## src/rtl/serial_link_vc_arbiter.sv

```systemverilog
// serial_link_vc_arbiter
//
// Shares one serial-link output among NumVc virtual channels. Each handshake
// carries one channel's data flit and, chosen independently, one channel's
// pending credits piggy-backed on it. When no data is waiting but some channel
// has reached CredForceThresh pending credits, a credit-only flit is sent.
//
// Ports:
//   clk_i, rst_ni             clock, asynchronous active-low reset
//   vc_valid_i / vc_ready_o   per-channel data handshake
//   vc_data_i                 per-channel payload
//   vc_cred_i                 per-channel credits waiting to be returned
//   vc_allow_cred_consume_o   one-hot, channel whose credits are on the link
//   vc_consume_cred_o         one-hot pulse, that channel's credits left
//   link_valid_o/link_ready_i link handshake
//   link_data_o, link_data_vc_o, link_cred_o, link_cred_vc_o, link_cred_only_o
//                             flit contents
module serial_link_vc_arbiter #(
  parameter int NumVc           = 2,
  parameter int DataWidth       = 32,
  parameter int CreditWidth     = 8,
  parameter int CredForceThresh = 4,
  parameter int VcIdWidth       = $clog2(NumVc)
) (
  input  logic                                  clk_i,
  input  logic                                  rst_ni,
  input  logic [NumVc-1:0]                      vc_valid_i,
  output logic [NumVc-1:0]                      vc_ready_o,
  input  logic [NumVc-1:0][DataWidth-1:0]       vc_data_i,
  input  logic [NumVc-1:0][CreditWidth-1:0]     vc_cred_i,
  output logic [NumVc-1:0]                      vc_allow_cred_consume_o,
  output logic [NumVc-1:0]                      vc_consume_cred_o,
  output logic                                  link_valid_o,
  input  logic                                  link_ready_i,
  output logic [DataWidth-1:0]                  link_data_o,
  output logic [VcIdWidth-1:0]                  link_data_vc_o,
  output logic [CreditWidth-1:0]                link_cred_o,
  output logic [VcIdWidth-1:0]                  link_cred_vc_o,
  output logic                                  link_cred_only_o
);

  typedef enum logic [1:0] {
    FLIT_NONE = 2'd0,
    FLIT_DATA = 2'd1,
    FLIT_CRED = 2'd2
  } flit_e;

  localparam logic [CreditWidth-1:0] Thresh = CreditWidth'(CredForceThresh);
  localparam logic [VcIdWidth-1:0]   LastVc = VcIdWidth'(NumVc - 1);

  logic                 lock_q;
  logic [VcIdWidth-1:0] data_ptr_q, cred_ptr_q;
  logic [VcIdWidth-1:0] dsel_q, csel_q;
  flit_e                type_q;

  logic [VcIdWidth-1:0] dsel_live, csel_live, force_sel, nz_sel, idx;
  logic                 data_found, force_found, nz_found;
  flit_e                type_live;

  logic [VcIdWidth-1:0] dsel, csel;
  flit_e                flit_type;
  logic                 handshake, cred_sent;

  function automatic logic [VcIdWidth-1:0] wrap_add(input logic [VcIdWidth-1:0] ptr,
                                                    input int off);
    int s;
    s = int'(ptr) + off;
    if (s >= NumVc) s = s - NumVc;
    return VcIdWidth'(s);
  endfunction

  function automatic logic [VcIdWidth-1:0] next_ptr(input logic [VcIdWidth-1:0] p);
    return (p == LastVc) ? '0 : p + VcIdWidth'(1);
  endfunction

  // Live arbitration: data round-robin from data_ptr_q; credits prefer any
  // channel at/above threshold (searched from cred_ptr_q so simultaneous
  // crossings rotate), then any non-zero channel, else follow the data winner.
  always_comb begin
    dsel_live   = data_ptr_q;
    force_sel   = cred_ptr_q;
    nz_sel      = cred_ptr_q;
    data_found  = 1'b0;
    force_found = 1'b0;
    nz_found    = 1'b0;
    idx         = '0;
    for (int i = 0; i < NumVc; i++) begin
      idx = wrap_add(data_ptr_q, i);
      if (!data_found && vc_valid_i[idx]) begin
        dsel_live  = idx;
        data_found = 1'b1;
      end
      idx = wrap_add(cred_ptr_q, i);
      if (!force_found && (vc_cred_i[idx] >= Thresh)) begin
        force_sel   = idx;
        force_found = 1'b1;
      end
      if (!nz_found && (vc_cred_i[idx] != '0)) begin
        nz_sel   = idx;
        nz_found = 1'b1;
      end
    end
    if (force_found)   csel_live = force_sel;
    else if (nz_found) csel_live = nz_sel;
    else               csel_live = dsel_live;
    if (data_found)       type_live = FLIT_DATA;
    else if (force_found) type_live = FLIT_CRED;
    else                  type_live = FLIT_NONE;
  end

  // Flit presentation. A stalled flit is frozen through the lock registers;
  // only link_cred_o stays live, the owning channel holds it while allowed.
  // Everything is gated by rst_ni so an asserted reset silences the link at once.
  always_comb begin
    dsel                    = lock_q ? dsel_q : dsel_live;
    csel                    = lock_q ? csel_q : csel_live;
    flit_type               = lock_q ? type_q : type_live;
    link_valid_o            = rst_ni && (flit_type != FLIT_NONE);
    link_data_o             = '0;
    link_data_vc_o          = '0;
    link_cred_o             = '0;
    link_cred_vc_o          = '0;
    link_cred_only_o        = 1'b0;
    vc_ready_o              = '0;
    vc_allow_cred_consume_o = '0;
    vc_consume_cred_o       = '0;
    if (link_valid_o) begin
      link_cred_o    = vc_cred_i[csel];
      link_cred_vc_o = csel;
      vc_allow_cred_consume_o[csel] = 1'b1;
      if (flit_type == FLIT_DATA) begin
        link_data_o    = vc_data_i[dsel];
        link_data_vc_o = dsel;
      end else begin
        link_data_vc_o   = csel;
        link_cred_only_o = 1'b1;
      end
    end
    handshake = link_valid_o && link_ready_i;
    cred_sent = handshake && (link_cred_o != '0);
    if (handshake && (flit_type == FLIT_DATA)) vc_ready_o[dsel] = 1'b1;
    if (cred_sent) vc_consume_cred_o[csel] = 1'b1;
  end

  // Lock on stall, release and advance pointers past the served channels on
  // handshake. Pointers only move for what actually left on the link.
  always_ff @(posedge clk_i or negedge rst_ni) begin
    if (!rst_ni) begin
      lock_q     <= 1'b0;
      data_ptr_q <= '0;
      cred_ptr_q <= '0;
      dsel_q     <= '0;
      csel_q     <= '0;
      type_q     <= FLIT_NONE;
    end else if (handshake) begin
      lock_q <= 1'b0;
      if (flit_type == FLIT_DATA) data_ptr_q <= next_ptr(dsel);
      if (cred_sent)              cred_ptr_q <= next_ptr(csel);
    end else if (link_valid_o) begin
      lock_q <= 1'b1;
      dsel_q <= dsel;
      csel_q <= csel;
      type_q <= flit_type;
    end
  end

  // A channel must not withdraw a data flit that is already locked on the link.
  assert property (@(posedge clk_i) disable iff (!rst_ni)
                   (lock_q && (type_q == FLIT_DATA)) |-> vc_valid_i[dsel_q]);

endmodule

```

## config.mk

```make
export PLATFORM = sky130hd
export DESIGN_NAME = serial_link_vc_arbiter
export DESIGN_NICKNAME = d
export VERILOG_FILES = /design/src/rtl/serial_link_vc_arbiter.sv
export SDC_FILE = /design/constraint.sdc
export NUM_CORES = 1
export LEC_CHECK = 0
export CORE_UTILIZATION = 35
export CTS_CLUSTER_SIZE = 30
export DETAILED_ROUTE_END_ITERATION = 8
export DONT_BUFFER_PORTS = 1
export SYNTH_ARGS = -nofsm -noshare
export SYNTH_HDL_FRONTEND = slang
export SYNTH_SLANG_ARGS = --single-unit
export TNS_END_PERCENT = 100
```

## constraint.sdc

```tcl
create_clock -name clk_i -period 2.1 [get_ports clk_i]
set_clock_uncertainty 0.05 [all_clocks]
set_input_delay 0 -clock clk_i [delete_from_list [all_inputs] [get_ports clk_i]]
set_output_delay 0 -clock clk_i [all_outputs]
set_load 0.005 [all_outputs]
```

==> metrics <==
status=finished, final reports clean; vias in the first global route=1020; clk root buf=clkbuf_4; Critical Path, Cell by Cell=nand2_1 -> o221ai_2 -> a211oi_2 -> a211oi_4 -> buf_4 -> mux2i_1; r2r setup slk=0.30 ns; Max-slew headroom=71.2%; Post-synth EDFFs=0; Synth area leader=nand2_1; top cells by area, synth=nand2_1 27%, a21oi_1 17%, dfrtp_1 15%; worst r2r src=lock_q$_DFFE_PN0P_; Core Rows=20; Primary FF master, synth=dfrtp_1; worst reg2reg endpoint=csel_q$_DFFE_PN0P_; WP data arrival=1.85 ns; Syn Area/Cell=5.67 µm²; worst skew pair latency=0.25 ns; Via density=5.47; Die W=59.6 µm; routed len/inst=13.6 µm; Top Ports=135; maximum vdd drop=0.351 mV; synthesized area=1160 µm²; drt first pass iters=4; Net Count, Synth=290; element type at the critical path end=output port; Initial Utilization=37.5%; Slew Viols, Final=0; delay of the slowest critical-path stage=0.37 ns; total grt overflow=0; Num CTS Buffers=3; core box area=3100 µm²; Die Ht=59.6 µm; max_cap viols=0; fin crit share=90.3%; Final TNS setup=0 ns; reg2reg path depth=6; Leak=0.601 nW; crit path time final=1.90 ns; CTS tree=yes; Worst Path Buf+Inv=1; die area=3560 µm²; Final ANT Viol Nets=0; PwrDens=748 nW/µm²; DRC violations left=0; All-Layer GR Usage=16.9%; Required @ worst endpoint=2.05 ns; CP Max Fanout=12; count of input and output buffers=0; post-detail-place hpwl=2710 µm; synth warn=0; Final nets=293; Gate Count Post-Synth=205; Slowest-stage cell, CP=dfrtp_1; startpoint types=flop; GP Congestion=0.788; Clock Sinks=7; n_diodes=0; final hold viol count=0; Worst Tran Pin Value=0.432 ns; post-CTS setup buffers=0; Hold WC Path Type=in -> async; Yosys reg bits=7; Synth cell types=32; H-Tree Level Count=1; DR iter-0 viols=61; Worst-path clk slew=0.05 ns; largest net degree at the start of global routing=33; sequential area share after synthesis=15.1%; critical path class=reg -> out; initial antenna violation count=0; Longest Clk Path Bufs=2; Layout area overhead=10.8%; final number of setup-violating endpoints=0; WHS=0.0524 ns; RSZ-0062 raised after global routing=no; most common cell after layout, fill and taps aside=nand2_1; share of layout cells above drive strength 1=9.18%; Synth top area share=27.4%; CP top delay family=compound AO/OA/AOI/OAI gates; Fmax=527 MHz; most frequent cells in the layout=85 x nand2_1, 38 x a21oi_1, 17 x nor2_1, 9 x mux2i_1; first-pass GRT wire length=4620 µm; Via Count=1374; async set or reset register ratio after synthesis=100%; WL final=3410 µm
## Yosys cell counts (2+ instances only)
master,count
dfrtp_1,7
buf_1,5
mux2i_1,9
nand3_1,4
a21oi_1,39
buf_2,2
a21o_1,4
o21ai_0,2
buf_6,2
and2_1,2
nand2_1,85
nor2_1,17
clkbuf_1,4
inv_1,4
and3_1,2
## where the power goes
group	internal (W)	leakage, nW	switching, W
Combinational	0.000252	0.507	0.000379
Sequential	0.000177	0.0793	0.0000337
Clock	0.0000724	0.0150	0.0000490
Total	0.000501	0.601	0.000462
## stage by stage
| stage | worst slack [ns] | total power, W | instance area (µm²) | util (%) | instances |
|---|---|---|---|---|---|
| CTS | 0.0941 | 0.000969 | 1290 | 41.5 | 251 |
| floorplan | 0.339 | 0.000720 | 1160 | - | 205 |
| global route | 0.00258 | 0.00107 | 1290 | 41.5 | 251 |
| global placement | 0.360 | 0.000828 | 1220 | 39.3 | 243 |
| finish | 0.204 | 0.000963 | 1290 | 41.5 | 251 |
| detailed placement | 0.309 | 0.000831 | 1220 | 39.3 | 243 |
## what timing repair did
item	in CTS	in global routing
setup endpoints to repair	0	24
endpoints found under the hold margin	12	0
resized for setup	0	1
hold buffers	4	0
## worst max-delay path by stage
stage	start	slack, ns	cells after the start	end
final	data_ptr_q$_DFFE_PN0P_	0.20	6	link_cred_o[1]
after global routing	lock_q$_DFFE_PN0P_	0.003	7	link_cred_o[2]
after CTS	data_ptr_q$_DFFE_PN0P_	0.09	6	link_data_o[0]
after detailed placement	lock_q$_DFFE_PN0P_	0.31	6	csel_q$_DFFE_PN0P_
after global placement	lock_q$_DFFE_PN0P_	0.36	6	csel_q$_DFFE_PN0P_
after floorplan	lock_q$_DFFE_PN0P_	0.34	9	vc_allow_cred_consume_o[1]
## logic make-up after synthesis
logic type / synth area share, %
simple gates: 40.2
compound gates: 28.4
buf+inv: 7.64
mux: 8.72
flops: 15.1
## flip-flops by register name, indices dropped and copies added (netlist names)
register	cells
lock_q	1
type_q	2
dsel_q	1
csel_q	1
cred_ptr_q	1
data_ptr_q	1
## metal layers
metal  vias up  track usage (%)  part of all wire (%)
li1        686                -                     -
met4         0             6.31                   1.0
met1       615             22.9                    43
met5         -                0                     0
met2        67             27.3                    50
met3         6             2.18                   6.6
## area by class of cell
class / count / area (µm²)
Fill cell: 335 / 1820
Multi-Input combinational cell: 180 / 903
Sequential cell: 7 / 175
Timing Repair Buffer: 12 / 113
Tap cell: 44 / 55.1
Clock buffer: 4 / 26.3
Inverter: 4 / 15.0
(Power assumes the default switching activity.)
